==> config.mk <==
export PLATFORM = sky130hd
export DESIGN_NAME = pipelined_instruction_decoder
export DESIGN_NICKNAME = d
export VERILOG_FILES = /design/src/rtl/pipelined_instruction_decoder.sv
export SDC_FILE = /design/constraint.sdc
export NUM_CORES = 1
export LEC_CHECK = 0
export CAP_MARGIN = 0
export CORE_MARGIN = 2
export CORE_UTILIZATION = 45
export CTS_CLUSTER_DIAMETER = 50
export CTS_CLUSTER_SIZE = 28
export DETAILED_ROUTE_END_ITERATION = 10
export DONT_BUFFER_PORTS = 1
export REMOVE_ABC_BUFFERS = 1
export SYNTH_ARGS = -nofsm -noshare
export SYNTH_HDL_FRONTEND = slang
export SYNTH_SLANG_ARGS = --single-unit
==> constraint.sdc <==
create_clock -name clk -period 3.8 [get_ports clk]
set_input_delay 0 -clock clk [delete_from_list [all_inputs] [get_ports clk]]
set_output_delay 0 -clock clk [all_outputs]
set_load 0.1 [all_outputs]
==> src/rtl/pipelined_instruction_decoder.sv <==
// Pipelined RV32I/RV64I instruction decoder.
// Stage p0 decodes the incoming word combinationally. Stage p1 is a
// two-entry skid buffer (output register + skid register) so the accept
// side never sees a combinational path from out_ready.
module pipelined_instruction_decoder #(
  parameter int DATA_W = 32,
  parameter int ADDR_W = 7
) (
  input  logic                clk,
  input  logic                rst_n,
  input  logic                in_valid,
  output logic                in_ready,
  input  logic [31:0]         Instruction,
  input  logic [ADDR_W-1:0]   Address_mem,
  input  logic                flush,
  output logic                out_valid,
  input  logic                out_ready,
  output logic                MW,
  output logic                RW,
  output logic                MD,
  output logic                MB,
  output logic                MP,
  output logic [3:0]          FS,
  output logic [4:0]          RD,
  output logic [4:0]          RS1,
  output logic [4:0]          RS2,
  output logic [6:0]          opcode,
  output logic [2:0]          funct3,
  output logic [DATA_W/8-1:0] STRB,
  output logic [DATA_W-1:0]   IMM,
  output logic                illegal
);

  localparam int SB_W  = DATA_W / 8;
  localparam int OFF_W = $clog2(SB_W);

  localparam logic [6:0] OP_LUI    = 7'b0110111;
  localparam logic [6:0] OP_AUIPC  = 7'b0010111;
  localparam logic [6:0] OP_JAL    = 7'b1101111;
  localparam logic [6:0] OP_JALR   = 7'b1100111;
  localparam logic [6:0] OP_BRANCH = 7'b1100011;
  localparam logic [6:0] OP_LOAD   = 7'b0000011;
  localparam logic [6:0] OP_STORE  = 7'b0100011;
  localparam logic [6:0] OP_IMM    = 7'b0010011;
  localparam logic [6:0] OP_REG    = 7'b0110011;

  localparam logic [3:0] FS_ADD   = 4'd0;
  localparam logic [3:0] FS_SUB   = 4'd1;
  localparam logic [3:0] FS_SLL   = 4'd2;
  localparam logic [3:0] FS_SLT   = 4'd3;
  localparam logic [3:0] FS_SLTU  = 4'd4;
  localparam logic [3:0] FS_XOR   = 4'd5;
  localparam logic [3:0] FS_SRL   = 4'd6;
  localparam logic [3:0] FS_SRA   = 4'd7;
  localparam logic [3:0] FS_OR    = 4'd8;
  localparam logic [3:0] FS_AND   = 4'd9;
  localparam logic [3:0] FS_PASSB = 4'd10;

  typedef struct packed {
    logic                     illegal;
    logic                     mw;
    logic                     rw;
    logic                     md;
    logic                     mb;
    logic                     mp;
    logic [3:0]               fs;
    logic [4:0]               rd;
    logic [4:0]               rs1;
    logic [4:0]               rs2;
    logic [6:0]               opcode;
    logic [2:0]               funct3;
    logic [SB_W-1:0]          strb;
    logic signed [DATA_W-1:0] imm;
  } dec_t;

  typedef enum logic [1:0] {S_EMPTY, S_ONE, S_TWO} state_t;

  // Sign-extend a 32-bit immediate pattern to the datapath width.
  function automatic logic signed [DATA_W-1:0] f_sext32(input logic signed [31:0] v);
    return DATA_W'(v);
  endfunction

  // ALU function for OP / OP-IMM; alt selects SUB/SRA.
  function automatic logic [3:0] f_alu_fs(input logic [2:0] f3, input logic alt);
    case (f3)
      3'b000:  return alt ? FS_SUB : FS_ADD;
      3'b001:  return FS_SLL;
      3'b010:  return FS_SLT;
      3'b011:  return FS_SLTU;
      3'b100:  return FS_XOR;
      3'b101:  return alt ? FS_SRA : FS_SRL;
      3'b110:  return FS_OR;
      default: return FS_AND;
    endcase
  endfunction

  // Byte-lane strobe for a store of size f3 at byte offset n.
  function automatic logic [SB_W-1:0] f_strb(input logic [2:0] f3, input logic [OFF_W-1:0] n);
    case (f3)
      3'b000:  return SB_W'(1)  << n;
      3'b001:  return SB_W'(3)  << n;
      3'b010:  return SB_W'(15) << n;
      3'b011:  return (DATA_W == 64) ? '1 : '0;
      default: return '0;
    endcase
  endfunction

  // Offset not a multiple of the access size.
  function automatic logic f_misaligned(input logic [2:0] f3, input logic [OFF_W-1:0] n);
    case (f3)
      3'b001:  return n[0];
      3'b010:  return |n[1:0];
      3'b011:  return |n;
      default: return 1'b0;
    endcase
  endfunction

  logic [OFF_W-1:0] w_n;
  logic             w_unused;
  logic             w_accept;
  logic             w_retire;
  logic             w_f3_wide;
  dec_t             w_dec_p0;

  state_t r_state;
  logic   r_vld_p1;
  logic   r_in_ready;
  dec_t   r_out_p1;
  dec_t   r_skid_p1;

  assign w_n       = Address_mem[OFF_W-1:0];
  assign w_unused  = ^Address_mem[ADDR_W-1:OFF_W];
  assign w_f3_wide = (DATA_W == 32) && (Instruction[14:12] == 3'b011);
  assign w_accept  = in_valid & r_in_ready;
  assign w_retire  = r_vld_p1 & out_ready;

  // ---- stage p0: combinational decode of the incoming word ----
  always_comb begin
    w_dec_p0        = '0;
    w_dec_p0.opcode = Instruction[6:0];
    w_dec_p0.rd     = Instruction[11:7];
    w_dec_p0.funct3 = Instruction[14:12];
    w_dec_p0.rs1    = Instruction[19:15];
    w_dec_p0.rs2    = Instruction[24:20];
    case (Instruction[6:0])
      OP_LUI: begin
        w_dec_p0.mb  = 1'b1;
        w_dec_p0.rw  = 1'b1;
        w_dec_p0.fs  = FS_PASSB;
        w_dec_p0.imm = f_sext32({Instruction[31:12], 12'b0});
      end
      OP_AUIPC: begin
        w_dec_p0.mb  = 1'b1;
        w_dec_p0.mp  = 1'b1;
        w_dec_p0.rw  = 1'b1;
        w_dec_p0.imm = f_sext32({Instruction[31:12], 12'b0});
      end
      OP_JAL: begin
        w_dec_p0.mb  = 1'b1;
        w_dec_p0.mp  = 1'b1;
        w_dec_p0.rw  = 1'b1;
        w_dec_p0.imm = f_sext32({{11{Instruction[31]}}, Instruction[31], Instruction[19:12],
                                 Instruction[20], Instruction[30:21], 1'b0});
      end
      OP_JALR: begin
        w_dec_p0.mb  = 1'b1;
        w_dec_p0.rw  = 1'b1;
        w_dec_p0.imm = f_sext32({{20{Instruction[31]}}, Instruction[31:20]});
      end
      OP_BRANCH: begin
        w_dec_p0.fs  = FS_SUB;
        w_dec_p0.imm = f_sext32({{19{Instruction[31]}}, Instruction[31], Instruction[7],
                                 Instruction[30:25], Instruction[11:8], 1'b0});
      end
      OP_LOAD: begin
        w_dec_p0.mb      = 1'b1;
        w_dec_p0.md      = 1'b1;
        w_dec_p0.rw      = 1'b1;
        w_dec_p0.imm     = f_sext32({{20{Instruction[31]}}, Instruction[31:20]});
        w_dec_p0.illegal = w_f3_wide;
      end
      OP_STORE: begin
        w_dec_p0.mb      = 1'b1;
        w_dec_p0.mw      = 1'b1;
        w_dec_p0.imm     = f_sext32({{20{Instruction[31]}}, Instruction[31:25], Instruction[11:7]});
        w_dec_p0.strb    = f_strb(Instruction[14:12], w_n);
        w_dec_p0.illegal = w_f3_wide | f_misaligned(Instruction[14:12], w_n);
      end
      OP_IMM: begin
        w_dec_p0.mb  = 1'b1;
        w_dec_p0.rw  = 1'b1;
        w_dec_p0.fs  = f_alu_fs(Instruction[14:12],
                                (Instruction[14:12] == 3'b101) & Instruction[30]);
        w_dec_p0.imm = f_sext32({{20{Instruction[31]}}, Instruction[31:20]});
      end
      OP_REG: begin
        w_dec_p0.rw = 1'b1;
        w_dec_p0.fs = f_alu_fs(Instruction[14:12], Instruction[30]);
      end
      default: w_dec_p0.illegal = 1'b1;
    endcase
    if (Instruction[11:7] == 5'd0) w_dec_p0.rw = 1'b0;
    if (w_dec_p0.illegal) begin
      w_dec_p0.mw   = 1'b0;
      w_dec_p0.rw   = 1'b0;
      w_dec_p0.md   = 1'b0;
      w_dec_p0.strb = '0;
    end
  end

  // ---- stage p1: skid buffer; data cleared on reset so outputs read zero ----
  always_ff @(posedge clk) begin
    if (!rst_n) begin
      r_state    <= S_EMPTY;
      r_vld_p1   <= 1'b0;
      r_in_ready <= 1'b1;
      r_out_p1   <= '0;
      r_skid_p1  <= '0;
    end else if (flush) begin
      r_state    <= S_EMPTY;
      r_vld_p1   <= 1'b0;
      r_in_ready <= 1'b1;
    end else begin
      case (r_state)
        S_EMPTY: begin
          if (w_accept) begin
            r_out_p1 <= w_dec_p0;
            r_vld_p1 <= 1'b1;
            r_state  <= S_ONE;
          end
        end
        S_ONE: begin
          if (w_accept && !w_retire) begin
            r_skid_p1  <= w_dec_p0;
            r_in_ready <= 1'b0;
            r_state    <= S_TWO;
          end else if (w_accept) begin
            r_out_p1 <= w_dec_p0;
          end else if (w_retire) begin
            r_vld_p1 <= 1'b0;
            r_state  <= S_EMPTY;
          end
        end
        S_TWO: begin
          if (w_retire) begin
            r_out_p1   <= r_skid_p1;
            r_in_ready <= 1'b1;
            r_state    <= S_ONE;
          end
        end
        default: begin
          r_vld_p1   <= 1'b0;
          r_in_ready <= 1'b1;
          r_state    <= S_EMPTY;
        end
      endcase
    end
  end

  assign in_ready  = r_in_ready;
  assign out_valid = r_vld_p1;
  assign illegal   = r_out_p1.illegal;
  assign MW        = r_out_p1.mw;
  assign RW        = r_out_p1.rw;
  assign MD        = r_out_p1.md;
  assign MB        = r_out_p1.mb;
  assign MP        = r_out_p1.mp;
  assign FS        = r_out_p1.fs;
  assign RD        = r_out_p1.rd;
  assign RS1       = r_out_p1.rs1;
  assign RS2       = r_out_p1.rs2;
  assign opcode    = r_out_p1.opcode;
  assign funct3    = r_out_p1.funct3;
  assign STRB      = r_out_p1.strb;
  assign IMM       = r_out_p1.imm;

endmodule

Word-level counts from Yosys, hierarchy flattened
Cells that the tools add are included.
{ "op_classes": {"multipliers": 0, "muxes": 39, "add_sub_neg": 0, "n_div": 0, "eq_ne": 25, "bitwise": 8, "magnitude_cmp": 0, "shifts": 3, "reduce_logical": 20} }
{ "ops": {"columns": ["cell", "n"], "rows": [
  ["$mux W71", 3],
  ["$pmux W71 S3", 1],
  ["$pmux W32 S5", 1],
  ["$pmux W4 S7", 2],
  ["$eq A7 B6 Y1 const B", 3],
  ["$eq A7 B7 Y1 const B", 3],
  ["$reduce_or A7 Y1", 3],
  ["$mux W1", 17],
  ["$pmux W4 S4", 1],
  ["$eq A7 B5 Y1 const B", 2],
  ["$ne A2 B2 Y1 const B", 6],
  ["$pmux W4 S3", 1],
  ["$mux W2", 5],
  ["$reduce_or A2 Y1", 5],
  ["$eq A3 B3 Y1 const B", 3],
  ["$pmux W1 S3", 3],
  ["$mux W4", 2],
  ["$reduce_and A4 Y1", 2],
  ["$eq A7 B2 Y1 const B", 1],
  ["$eq A3 B2 Y1 const B", 2],
  ["$ne A3 B3 Y1 const B", 2],
  ["$pmux W2 S3", 1],
  ["$reduce_and A3 Y1", 2],
  ["$logic_not A5 Y1", 1],
  ["other kinds (18)", 23]
]} }
{ "word_totals": {"wordCells": 126, "romBits": 0, "memories": 0, "regBits": 146, "latch_bits": 0, "in_bits": 44, "output_inout_bits": 73, "ramBits": 0} }

Longest topological paths before layout
Gate-level depths: netlist (run 1).
{ "logic_depth": {"ltp_word": 10, "ltp_mapped": 8} }

Least setup slack after synthesis (run 1)
Ideal clock, no wire load.
{ "synth_timing": {"path_type": "flip-flop to flip-flop", "startpoint": "register r_vld_p1 (netlist: out_valid)", "endpoint": "register r_out_p1 (netlist bit IMM[12])", "setup_time_ns": 0.131, "stages_incl_launch_ff": 7, "setup_slack_ns": 1.542, "t_arrival_ns": 2.127, "t_required_ns": 3.669, "n_path_buf": 2, "synth_period_minus_slack_ns": 2.258, "cell_sequence": "dfxtp_1 -> nand3b_1 -> or2_2 -> buf_2 -> clkbuf_1 -> o221ai_1 -> a21oi_1"} }
{ "synth_via": {"elab_chain_len": 5} }
{ "synth_rtl": {"columns": ["element", "line", "source"], "rows": [
  ["start: declaration", "126", "logic r_vld_p1;"],
  ["start signal: assignment", "215", "r_vld_p1 <= 1'b0;"],
  ["start signal: assignment", "221", "r_vld_p1 <= 1'b0;"],
  ["start signal: assignment", "228", "r_vld_p1 <= 1'b1;"],
  ["$and A1 B1 Y1 (*)", "135", "assign w_retire = r_vld_p1 & out_ready;"],
  ["$logic_not A1 Y1", "233", "if (w_accept && !w_retire) begin"],
  ["$logic_and A1 B1 Y1", "233", null],
  ["$ne A2 B2 Y1 (no line)", null, null],
  ["$reduce_and A4 Y1 (no line) (*)", null, null],
  ["end signal: assignment", "227", "r_out_p1 <= w_dec_p0;"],
  ["end signal: assignment", "238", "r_out_p1 <= w_dec_p0;"],
  ["end signal: assignment", "246", "r_out_p1 <= r_skid_p1;"],
  ["end: declaration", "128", "dec_t r_out_p1;"]
]} }
Mark *: on every way between the ends. The rest lies on a longest branch, timed or not.
A chain may end at the register's enable or synchronous reset.

Worst setup path in the final report (run 1)
{ "layout_timing": {"startpoint": "register r_state[1]", "endpoint": "register r_out_p1 (netlist bit IMM[8])"} }
{ "layout_via": {"elab_chain_len": 3} }
{ "layout_rtl": {"columns": ["element", "line", "source"], "rows": [
  ["start: declaration", "125", "state_t r_state;"],
  ["start signal: assignment", "214", "r_state <= S_EMPTY;"],
  ["start signal: assignment", "220", "r_state <= S_EMPTY;"],
  ["start signal: assignment", "229", "r_state <= S_ONE;"],
  ["$eq A2 B1 Y1 (tied with other cells)", "224", "case (r_state)"],
  ["$ne A2 B2 Y1 (no line) / $reduce_bool A3 Y1 (equally long branches)", null, null],
  ["$reduce_and A4 Y1 (no line)", null, null]
]} }
Parallel ways exist; a longest one is shown, timed or not.

==> metrics.md, run 1 <==
| Metric | Value |
|---|---|
| Clock Latency Late Sink | `0.43 ns` |
| Switch Pwr | `1193 uW` |
| CP required | `4.17 ns` |
| Placed Area | `6309 um^2` |
| Setup Fix Bufs, Post-CTS | `0` |
| CP max stage delay | `0.59 ns` |
| WL/cell | `19.78 um` |
| Most used cell, CP | `dlygate4sd3_1` |
| Clock Sinks | `146` |
| Ys async rst share | `0%` |
| Yosys top cell area share | `46.68%` |
| Slew Viols, Final | `0` |
| Detailed Routing Iterations Pass 1 | `8` |
| Max-cap viol count | `0` |
| Seq/Total Area, Yosys | `46.68%` |
| Logic pwr share | `7.4%` |
| Critical Path, Cell by Cell | `nand2b_2 -> o22ai_4 -> buf_12 -> o21ai_0 -> dlygate4sd3_1 -> nor2_1 -> dlygate4sd3_1` |
| R2R depth | `7` |
| Crit path DAT | `3.44 ns` |
| Max FO, Critical Path | `99` |
| Flop pwr share | `50.0%` |
| Status | `completed` |
| Gate Count Post-Synth | `767` |
| Endpoint class of the critical path | `flip-flop` |
| Dominant synthesized flop cell | `dfxtp_1` |
| Power Dens Cells | `533.2 nW/um^2` |
| IO Pins | `117` |
| Synth top area cells | `dfxtp_1 47%, a21oi_1 9.2%, nand2_1 8.5%` |
| Finish-stage setup viols | `0` |
| Rows | `43` |
| Via count | `5889` |
| Fmax | `0.3252 GHz` |
| NumNets Final | `815` |
| CP max-delay cell | `dlygate4sd3_1` |
| CTS buffer count | `17` |
| Clock Tree Root | `clkbuf_16` |
| Die Y-Extent | `122.0 um` |
| Clk pin slew, worst setup/hold paths | `0.06 ns` |
| Syn Std Cell Area | `6261 um^2` |
| Clock network power share | `42.6%` |
| Startpoint Class | `flip-flop` |
| Placed cell count | `887` |
| Total GRT Usage | `25.43%` |
| Post-synthesis area per instance | `8.163 um^2` |
| Fin worst setup slack | `0.7251 ns` |
| Most frequent cells after synthesis | `146 x dfxtp_1, 142 x nand2_1, 115 x a21oi_1` |
| Synth warn | `0` |
| Pleak | `0.002587 uW` |
| TritonCTS clock tree | `yes` |
| Final min period | `3.075 ns` |
| Initial Util | `45.64%` |
| Sw Share | `30.35%` |
| Final hold viol count | `0` |
| Power Internal | `2737 uW` |
| Unrepaired setup endpoints after global routing | `false` |
| DP Wirelength | `10950 um` |
| Largest net degree at the start of global routing | `100` |
| Initial antenna violation count | `0` |
| Period utilization | `80.92%` |
| Core ar. | `13720 um^2` |
| Hold Crit Depth | `2` |
| Max H-tree Level | `4` |
| Count leader, synth | `dfxtp_1` |
| Worst-margin pin slew | `1.037 ns` |
| PortBufs | `0` |
| Total wire length | `19060 um` |
| Worst slew margin | `30.77%` |
| Hold WC Path Type | `in2reg` |
| Crit Path Category | `reg2reg` |
| Post-DRT Antenna Nets | `0` |
| First-pass GRT wire length | `29380 um` |
| Pre-CTS setup slack | `1.340 ns` |
| Distinct cells, synth | `61` |
| Number of global-route vias before repair | `5520` |
| Die width | `122.0 um` |
| Full die area | `14870 um^2` |
| Via/cell ratio | `6.109` |
| Post-synth EDFFs | `0` |
| Layout cells sized above 1 | `8.291%` |
| Antenna diodes | `0` |
| Yosys top cell by area | `dfxtp_1` |
| Skew final | `0.007530 ns` |
| Layout area overhead | `17.71%` |
| Final hold slack | `0.006094 ns` |
| DR DRC count | `0` |
| Grt ovf | `0` |
| VDD IR max | `0.2958 mV` |
| Fin area | `7370 um^2` |
| CTS Buffer Depth | `2` |
| Seq cells post-synth | `146` |
| Post-Layout Cell Count | `964` |
| GPL Wtd Cong | `0.7715` |
| Initial DRC Count | `487` |
path summary, 6_finish.rpt:
path | start | end | slack, ns
worst max-delay path | r_state[1]$_SDFFE_PP0P_ | IMM[8]$_SDFFE_PN0P_ | 0.73
worst min-delay path | Instruction[10] | RW$_SDFFE_PN0P_ | 0.006
worst max register to register | r_state[1]$_SDFFE_PP0P_ | IMM[8]$_SDFFE_PN0P_ | 0.73
worst min register to register | r_skid_p1[61]$_SDFFE_PN0P_ | r_skid_p1[61]$_SDFFE_PN0P_ | 0.45
layout by cell type, fill, tap and decap left out, drive strengths merged, types with 10 or more instances in the layout:
master / n
a311oi: 26
nand2: 142
dfxtp: 146
nand3: 10
a22oi: 12
a21oi: 117
nor2: 56
dlygate4sd3: 44
o21ai: 52
o221ai: 20
buf: 11
clkbuf: 24
critical path, delay by kind of cell, from the launching register on:
kind | cells | cell delay [ns]
buf+inv | 3 | 1.55
flops | 1 | 0.52
simple gates | 2 | 0.50
compound gates | 2 | 0.42
repair_timing:
action,in CTS,in global routing
hold buffers,45,0
resized for setup,0,0
hold endpoints to repair,145,0
logic make-up (layout without fill, tap and decap cells):
group	count (synthesis)	after routing	share of synthesized area [%]
buffers and inverters	75	92	4.976
xor gates and xnor gates	1	1	0.1399
DFF	146	146	46.68
AOI/OAI and AO/OA	284	284	29.06
muxes	1	1	0.1798
and+or+nand+nor	260	260	18.97
power groups by stage:
stage | clock [uW] | sequential, uW | combinational (uW)
4_1_cts | 1700 | 1970 | 286
3_5_place_dp | 0 | 2000 | 210
3_3_place_gp | 0 | 2000 | 202
6_report | 1670 | 1960 | 290
5_1_grt | 1760 | 1970 | 318
2_1_floorplan | 0 | 1990 | 153
registers in the layout, summed over array words and instances, names as in the netlist:
register   flops
IMM           32
MD             1
RD             5
r_skid_p1     71
STRB           4
funct3         3
in_ready       1
FS             4
RS1            5
MW             1
RS2            5
MP             1
out_valid      1
opcode         7
MB             1
r_state        2
illegal        1
RW             1
area by class of cell:
cell class / count / area [um^2]
Clock buffer: 24 / 491.7
Clock inverter: 8 / 101.3
Fill cell: 1292 / 6350
Inverter: 5 / 18.77
Multi-Input combinational cell: 546 / 3054
Sequential cell: 146 / 2923
Tap cell: 180 / 225.2
Timing Repair Buffer: 55 / 555.5
metal layers:
metal | global-route usage [%] | share of wire (%)
met2 | 41.20 | 48
met1 | 33.04 | 44
met4 | 8.908 | 1.8
met5 | 0 | 0
met3 | 6.320 | 6.8
metrics by stage:
step / util, % / power (uW) / setup TNS [ns]
6_report: 53.72 / 3929 / 0
3_5_place_dp: 45.98 / 2207 / 0
2_1_floorplan: - / 2142 / -0.04163
3_3_place_gp: 45.98 / 2198 / 0
4_1_cts: 53.72 / 3948 / 0
5_1_grt: 53.72 / 4052 / 0
No activity file was read; power rests on OpenSTA's default activity.
==> inputs of run 2 (changes only) <==
--- a/config.mk
+++ b/config.mk
@@ -5,6 +5,7 @@
 export SDC_FILE = /design/constraint.sdc
 export NUM_CORES = 1
 export LEC_CHECK = 0
+export ABC_AREA = 1
 export CAP_MARGIN = 0
 export CORE_MARGIN = 2
 export CORE_UTILIZATION = 45
==> constraint.sdc (replaced) <==
create_clock -name clk -period 3.1 [get_ports clk]
set_input_delay 0 -clock clk [delete_from_list [all_inputs] [get_ports clk]]
set_output_delay 0 -clock clk [all_outputs]
set_load 0.1 [all_outputs]
==> metrics.md, run 2 <==
| Metric | Value |
|---|---|
| Switch Pwr | `1536 uW (was 1193 uW)` |
| Final hold viol count | `0 (unchanged)` |
| Number of global-route vias before repair | `6153 (was 5520)` |
| Layout cells sized above 1 | `14.31% (was 8.291%)` |
| Largest net degree at the start of global routing | `128 (was 100)` |
| Worst slew margin | `34.55% (was 30.77%)` |
| Clock network power share | `43.5% (was 42.6%)` |
| Register area | `2923 um^2 (unchanged)` |
| Initial Util | `46.27% (was 45.64%)` |
| Endpoint class of the critical path | `flip-flop (unchanged)` |
| Hold WC Path Type | `in2reg (unchanged)` |
| Clk pin slew, worst setup/hold paths | `0.06 ns (about the same)` |
| Simple-gate share of the synthesized area | `16.75% (was 18.96%)` |
| Power Dens Cells | `630.5 nW/um^2 (was 533.2 nW/um^2)` |
| Post-synth EDFFs | `0 (unchanged)` |
| Die Y-Extent | `123.7 um (was 122.0 um)` |
| Max H-tree Level | `4 (unchanged)` |
| Clock Tree Root | `clkbuf_16 (unchanged)` |
| Full die area | `15300 um^2 (was 14870 um^2)` |
| Worst Hold End | `r_skid_p1[21]$_SDFFE_PN0P_ (was RW$_SDFFE_PN0P_)` |
| HP Start | `Instruction[31] (was Instruction[10])` |
| Most frequent cells in the layout | `158 x nand2_1, 149 x o21ai_0, 146 x dfxtp_1 (was 146 x dfxtp_1, 141 x nand2_1, 115 x a21oi_1)` |
| Core ar. | `13930 um^2 (was 13720 um^2)` |
| Clock Sinks | `146 (unchanged)` |
| R2R depth | `8 (was 7)` |
| Ys async rst share | `0% (unchanged)` |
| XOR/XNOR Fraction of Synth Area | `0% (was 0.1399%)` |
| Cts repair resizes | `0 (unchanged)` |
| Worst-margin pin slew | `0.9804 ns (was 1.037 ns)` |
| CP required | `3.46 ns (was 4.17 ns)` |
| Finish-stage setup viols | `0 (unchanged)` |
| Yosys top cell by area | `dfxtp_1 (unchanged)` |
| Final min period | `2.579 ns` |
| Synth warn | `0 (unchanged)` |
| Max FO, Critical Path | `6 (was 99)` |
| Via/cell ratio | `5.583 (was 6.109)` |
| Sw Share | `29.55% (was 30.35%)` |
| Initial antenna violation count | `0 (unchanged)` |
| Startpoint Class | `input pin (was flip-flop)` |
| Seq cells post-synth | `146 (unchanged)` |
| Seq/Total Area, Yosys | `45.33% (was 46.68%)` |
| DP Wirelength | `10940 um (was 10950 um)` |
| CP max-delay cell | `dlygate4sd3_1 (unchanged)` |
| Main combinational cell family by area after synthesis | `compound AO/OA/AOI/OAI gates (unchanged)` |
| Final core utilization | `59.15% (was 53.72%)` |
| IO Pins | `117 (unchanged)` |
| Placed Area | `6993 um^2 (was 6309 um^2)` |
| Rows | `43 (unchanged)` |
| Count leader, synth | `nand2_1 (was dfxtp_1)` |
| TritonCTS clock tree | `yes (unchanged)` |
| Grt ovf | `0 (unchanged)` |
| First-pass GRT wire length | `30660 um (was 29380 um)` |
| Dominant synthesized flop cell | `dfxtp_1 (unchanged)` |
| Gate Count Post-Synth | `882 (was 767)` |
| Die width | `123.7 um (was 122.0 um)` |
| Clock Latency Late Sink | `0.42 ns (was 0.43 ns)` |
| Antenna diodes | `0 (unchanged)` |
| Layout area overhead | `27.85% (was 17.71%)` |
| Crit Path Category | `in2reg (was reg2reg)` |
| Post-DRT Antenna Nets | `0 (unchanged)` |
| Total GRT Usage | `25.69% (was 25.43%)` |
| Initial DRC Count | `469 (was 487)` |
| CTS Buffer Depth | `2 (unchanged)` |
| CTS buffer count | `17 (unchanged)` |
| Critical Path, Cell by Cell | `dlygate4sd3_1 -> a21oi_1 -> dlygate4sd3_1 -> nand2_1 -> nor2_1 -> dlygate4sd3_1 -> nand3_1 -> dlygate4sd3_1 -> a21oi_1 (was nand2b_2 -> o22ai_4 -> buf_12 -> o21ai_0 -> dlygate4sd3_1 -> nor2_1 -> dlygate4sd3_1)` |
| Area share of fa/ha/maj cells after synthesis | `0% (unchanged)` |
| Fillers | `1278 (was 1292)` |
| NumNets Final | `1017 (was 815)` |
| Multi-input gate area | `2999 um^2 (was 3054 um^2)` |
| Worst reg2reg path endpoint | `r_skid_p1[5]$_SDFFE_PN0P_ (was IMM[8]$_SDFFE_PN0P_)` |
| Power Internal | `3661 uW (was 2737 uW)` |
| Most used cell, CP | `dlygate4sd3_1 (unchanged)` |
| Pre-CTS setup slack | `1.011 ns (was 1.340 ns)` |
| Max-cap viol count | `0 (unchanged)` |
| Flop pwr share | `38.6% (was 50.0%)` |
| Compound-Gate Fraction of Synth Area | `29.65% (was 29.06%)` |
| Multiplexer share of the synthesized area | `0% (was 0.1799%)` |
| Synth top area cells | `dfxtp_1 45%, o21ai_0 12%, a21oi_1 10% (was dfxtp_1 47%, a21oi_1 9.2%, nand2_1 8.5%)` |
| VDD IR max | `0.3642 mV (was 0.2958 mV)` |
| Period utilization | `83.19%` |
| DR DRC count | `0 (unchanged)` |
| GPL Wtd Cong | `0.8281 (was 0.7715)` |
| PortBufs | `0 (unchanged)` |
| Skew final | `0.004852 ns (was 0.007530 ns)` |
| Fin worst setup slack | `0.5210 ns (was 0.7251 ns)` |
| Logic pwr share | `17.9% (was 7.4%)` |
| Crit path DAT | `2.93 ns (was 3.44 ns)` |
| Pleak | `0.003738 uW (was 0.002587 uW)` |
| Worst r2r src | `r_state[0]$_SDFFE_PP0P_ (was r_state[1]$_SDFFE_PP0P_)` |
| Detailed Routing Iterations Pass 1 | `5 (was 8)` |
| Via count | `6504 (was 5889)` |
| Most common cell after layout, fill and taps aside | `nand2_1 (was dfxtp_1)` |
| Hold Crit Depth | `4 (was 2)` |
| Distinct cells, synth | `30 (was 61)` |
| Most frequent cells after synthesis | `158 x nand2_1, 149 x o21ai_0, 146 x dfxtp_1 (was 146 x dfxtp_1, 142 x nand2_1, 115 x a21oi_1)` |
| Post-synthesis area per instance | `7.310 um^2 (was 8.163 um^2)` |
| Fmax | `0.3878 GHz` |
| Slew Viols, Final | `0 (unchanged)` |
| Status | `completed (unchanged)` |
| Total wire length | `19240 um (was 19060 um)` |
| Unrepaired setup endpoints after global routing | `false (unchanged)` |
| Syn Std Cell Area | `6447 um^2 (was 6261 um^2)` |
| Largest register FFs | `71 (unchanged)` |
| CP max stage delay | `0.63 ns (was 0.59 ns)` |
| Reg2reg setup slack | `0.80 ns (was 0.73 ns)` |
| WL/cell | `16.52 um (was 19.78 um)` |
| Fin area | `8243 um^2 (was 7370 um^2)` |
| Reg with most FFs | `r_skid_p1 (unchanged)` |
| Yosys top cell area share | `45.33% (was 46.68%)` |
## run 2: final cells by class
class | count | share of cell area [%]
clock inverters | 9 | 2.155
repair buffers | 135 | 14.42
clock buffers | 22 | 5.753
multi-input cells | 605 | 36.38
well taps | 180 | 2.732
flip-flops and latches | 146 | 35.46
inverters | 68 | 3.097
## run 2: logic make-up after synthesis
| family | count (synthesis) |
|---|---|
| flip-flops | 146 |
| AO/OA/AOI/OAI | 352 |
| AND/OR/NAND/NOR | 253 |
| buffers and inverters | 131 |
## run 2: repair_timing
item | in CTS | in global routing
hold endpoints to repair | 146 | 0
setup buffers | 0 | 0
hold buffers | 58 | 0
## run 2: layer usage
metal / share of wire, % / global-route usage (%) / wire length (um)
met4: 2.0 / 10.51 / 384
met3: 6.6 / 6.364 / 1274
met5: 0 / 0 / 0
met1: 44 / 32.30 / 8413
met2: 48 / 42.14 / 9166
## run 2: metrics by stage
stage / power, uW / instances / hold WS [ns] / setup TNS [ns]
6_report: 5197 / 1165 / 0.02148 / 0
5_1_grt: 5367 / 1165 / 0.02761 / 0
3_3_place_gp: 2868 / 1076 / 0.1375 / 0
2_1_floorplan: 2705 / 819 / 0.1271 / -85.22
4_1_cts: 5231 / 1165 / 0.008154 / 0
3_5_place_dp: 2882 / 1076 / 0.1417 / 0
## run 2: worst max-delay path by stage
stage | slack [ns] | depth (start not counted) | end | start
finish | 0.52 | 9 | r_skid_p1[33]$_SDFFE_PN0P_ | Instruction[14]
global route | 0.35 | 9 | r_skid_p1[33]$_SDFFE_PN0P_ | Instruction[14]
CTS | 0.59 | 9 | r_skid_p1[33]$_SDFFE_PN0P_ | Instruction[14]
detailed placement | 1.01 | 9 | RD[3]$_SDFFE_PN0P_ | out_valid$_SDFFE_PP0P_
global placement | 1.12 | 9 | RS2[4]$_SDFFE_PN0P_ | out_valid$_SDFFE_PP0P_
floorplan | -1.28 | 5 | MP$_SDFFE_PN0P_ | r_state[1]$_SDFFE_PP0P_
## run 2: power by group through the flow
stage          registers [uW]  logic [uW]  clock network (uW)
2_1_floorplan            2510         197                   0
3_3_place_gp             2040         829                   0
3_5_place_dp             2040         840                   0
4_1_cts                  2000         931                2300
5_1_grt                  2010         988                2370
6_report                 2000         932                2260
## run 2: worst max-delay path, delay by kind of cell
| family | cells | cell delay (ns) |
|---|---|---|
| buf+inv | 4 | 2.41 |
| compound gates | 2 | 0.26 |
| simple gates | 3 | 0.27 |
==> inputs of run 3 (changes only) <==
==> constraint.sdc (replaced) <==
create_clock -name clk -period 2.6 [get_ports clk]
set_input_delay 0 -clock clk [delete_from_list [all_inputs] [get_ports clk]]
set_output_delay 0 -clock clk [all_outputs]
set_load 0.1 [all_outputs]
==> metrics.md, run 3 (same netlist as run 2, synthesis figures left out) <==
| Metric | Value |
|---|---|
| Max H-tree Level | `4 (unchanged)` |
| Clock Sinks | `146 (unchanged)` |
| Worst r2r src | `r_state[1]$_SDFFE_PP0P_ (was r_state[0]$_SDFFE_PP0P_)` |
| Skew final | `0.006032 ns (was 0.004852 ns)` |
| Fin area | `8178 um^2 (was 8243 um^2)` |
| Core ar. | `13930 um^2 (unchanged)` |
| CTS buffer count | `17 (unchanged)` |
| Critical path origin | `r_state[1]$_SDFFE_PP0P_ (was Instruction[14])` |
| Largest net degree at the start of global routing | `125 (was 128)` |
| Die width | `123.7 um (unchanged)` |
| Pleak | `0.003699 uW (was 0.003738 uW)` |
| DR DRC count | `0 (unchanged)` |
| Rows | `43 (unchanged)` |
| Layout cells sized above 1 | `14.10% (was 14.31%)` |
| Total wire length | `18880 um (was 19240 um)` |
| Power Internal | `3969 uW (was 3661 uW)` |
| CTS Buffer Depth | `2 (unchanged)` |
| Finish-stage setup viols | `0 (unchanged)` |
| Largest register FFs | `71 (unchanged)` |
| End of the critical path | `funct3[2]$_SDFFE_PN0P_ (was r_skid_p1[33]$_SDFFE_PN0P_)` |
| Max-cap viol count | `0 (unchanged)` |
| Reg2reg setup slack | `0.27 ns (was 0.80 ns)` |
| PortBufs | `0 (unchanged)` |
| Most common cell after layout, fill and taps aside | `nand2_1 (unchanged)` |
| Clock network power share | `39.1% (was 43.5%)` |
| Placed Area | `7033 um^2 (was 6993 um^2)` |
| Final hold viol count | `1 (was 0)` |
| Clk pin slew, worst setup/hold paths | `0.06 ns (about the same)` |
| WP depth | `6 (was 9)` |
| Flop pwr share | `41.5% (was 38.6%)` |
| GPL Wtd Cong | `0.8219 (was 0.8281)` |
| Unrepaired setup endpoints after global routing | `false (unchanged)` |
| Initial DRC Count | `445 (was 469)` |
| R2R depth | `6 (was 8)` |
| Worst slew margin | `41.54% (was 34.55%)` |
| Final core utilization | `58.69% (was 59.15%)` |
| Fmax | `0.4293 GHz` |
| Endpoint class of the critical path | `flip-flop (unchanged)` |
| VDD IR max | `0.4122 mV (was 0.3642 mV)` |
| Post-DRT Antenna Nets | `0 (unchanged)` |
| Startpoint Class | `flip-flop (was input pin)` |
| IO Pins | `117 (unchanged)` |
| Power Dens Cells | `703.7 nW/um^2 (was 630.5 nW/um^2)` |
| Switch Pwr | `1786 uW (was 1536 uW)` |
| Die Y-Extent | `123.7 um (unchanged)` |
| Status | `finished, violations left (was completed)` |
| Worst reg2reg path endpoint | `funct3[2]$_SDFFE_PN0P_ (was r_skid_p1[5]$_SDFFE_PN0P_)` |
| CP max-delay cell | `buf_4 (was dlygate4sd3_1)` |
| Final hold slack | `-0.006468 ns (was 0.02148 ns)` |
| Clock Tree Root | `clkbuf_16 (unchanged)` |
| Via/cell ratio | `5.527 (was 5.583)` |
| Sw Share | `31.03% (was 29.55%)` |
| Hold WC Path Type | `in2reg (unchanged)` |
| Antenna diodes | `0 (unchanged)` |
| Crit Path Category | `reg2reg (was in2reg)` |
| Total GRT Usage | `25.22% (was 25.69%)` |
| Slew Viols, Final | `0 (unchanged)` |
| CP required | `2.96 ns (was 3.46 ns)` |
| WL/cell | `16.19 um (was 16.52 um)` |
| Violated checks | `negative hold slack` |
| Critical Path, Cell by Cell | `inv_1 -> nor2_4 -> buf_4 -> nand2_1 -> a31oi_1 -> dlygate4sd3_1 (was dlygate4sd3_1 -> a21oi_1 -> dlygate4sd3_1 -> nand2_1 -> nor2_1 -> dlygate4sd3_1 -> nand3_1 -> dlygate4sd3_1 -> a21oi_1)` |
| Fillers | `1278 (unchanged)` |
| CP max stage delay | `0.66 ns (was 0.63 ns)` |
| Most frequent cells in the layout | `158 x nand2_1, 149 x o21ai_0, 146 x dfxtp_1 (unchanged)` |
| First-pass GRT wire length | `30100 um (was 30660 um)` |
| Detailed Routing Iterations Pass 1 | `5 (unchanged)` |
| Initial antenna violation count | `0 (unchanged)` |
| Via count | `6444 (was 6504)` |
| Worst path bufs/invs | `3 (was 4)` |
| Worst-margin pin slew | `0.8756 ns (was 0.9804 ns)` |
| Period utilization | `89.60%` |
| Max FO, Critical Path | `72 (was 6)` |
| Placed cell count | `1078 (was 1076)` |
| Final min period | `2.329 ns` |
| TritonCTS clock tree | `yes (unchanged)` |
| Reg with most FFs | `r_skid_p1 (unchanged)` |
| Clock Latency Late Sink | `0.42 ns (about the same)` |
| Crit path DAT | `2.69 ns (was 2.93 ns)` |
| Grt ovf | `0 (unchanged)` |
| Logic pwr share | `19.4% (was 17.9%)` |
| Layout area overhead | `26.84% (was 27.85%)` |
| Post-Layout Cell Count | `1166 (was 1165)` |
| Initial Util | `46.27% (unchanged)` |
| Full die area | `15300 um^2 (unchanged)` |
| CP delay by family, top | `buffers and inverters (unchanged)` |
| Number of global-route vias before repair | `6066 (was 6153)` |
| NumNets Final | `1020 (was 1017)` |
| DP Wirelength | `10800 um (was 10940 um)` |
-- run 3: cell count changes in the layout (fill, tap and decap cells not counted), sizes merged --
| cell | previous run | this run |
|---|---|---|
| buf | 78 | 80 |
| bufinv | 5 | 1 |
| clkinvlp | 0 | 2 |
| dlygate4sd3 | 57 | 58 |
| clkinv | 4 | 2 |
| clkbuf | 22 | 24 |
-- run 3: layout make-up --
cell class	count	area (um^2)	share of cell area [%]
clock buffer	24	481.7	5.890
sequential	146	2923	35.74
tap	180	225.2	2.754
clock inverter	5	55.05	0.6732
multi-input combinational	605	2999	36.67
timing repair buffer	138	1239	15.15
inverter	68	255.2	3.121
-- run 3: metrics by stage --
stage          total power, uW  setup TNS (ns)  hold WS [ns]  setup slack [ns]
3_5_place_dp              3442               0        0.1395            0.5815
3_3_place_gp              3425               0        0.1385            0.6929
5_1_grt                   5967               0       0.01514            0.1355
2_1_floorplan             3225         -145.91        0.1271            -1.785
4_1_cts                   5792               0      0.002973            0.3277
6_report                  5755               0     -0.006468            0.2705
-- run 3: worst reg2reg max path: stages (launching register included) --
cell	delay, ns
dfxtp_1	0.39
inv_1	0.13
nor2_4	0.14
buf_4	0.66
nand2_1	0.18
a31oi_1	0.22
dlygate4sd3_1	0.57
-- run 3: worst min-delay path by stage --
stage                    startpoint  slack, ns  cells past startpoint                         end
global placement    Instruction[16]       0.14                      2  r_skid_p1[52]$_SDFFE_PN0P_
CTS                 Instruction[31]      0.003                      4  r_skid_p1[22]$_SDFFE_PN0P_
floorplan            Instruction[5]       0.13                      2  r_skid_p1[44]$_SDFFE_PN0P_
global route        Instruction[31]       0.02                      4  r_skid_p1[22]$_SDFFE_PN0P_
detailed placement   Instruction[5]       0.14                      2  r_skid_p1[44]$_SDFFE_PN0P_
finish                        rst_n     -0.006                      3  r_skid_p1[34]$_SDFFE_PN0P_
-- run 3: per-layer routing --
| metal | up-vias | track usage [%] | share of wire [%] | wire length, um |
|---|---|---|---|---|
| met5 | - | 0 | 0 | 0 |
| met4 | 0 | 6.179 | 0.86 | 163 |
| met3 | 18 | 8.104 | 7.1 | 1334 |
| met2 | 204 | 42.41 | 49 | 9215 |
| met1 | 3057 | 31.36 | 43 | 8164 |
| li1 | 3165 | - | - | - |
-- run 3: what timing repair did --
action,in CTS,in global routing
resized for setup,0,0
endpoints found under the setup margin,0,0
hold buffers,59,0
endpoints found under the hold margin,146,0
setup buffers,0,0
-- run 3: power by group through the flow --
stage / combinational (uW) / sequential [uW] / clock, uW
finish: 1120 / 2390 / 2250
global route: 1180 / 2400 / 2390
CTS: 1110 / 2390 / 2290
detailed placement: 1010 / 2430 / 0
global placement: 995 / 2430 / 0
floorplan: 235 / 2990 / 0
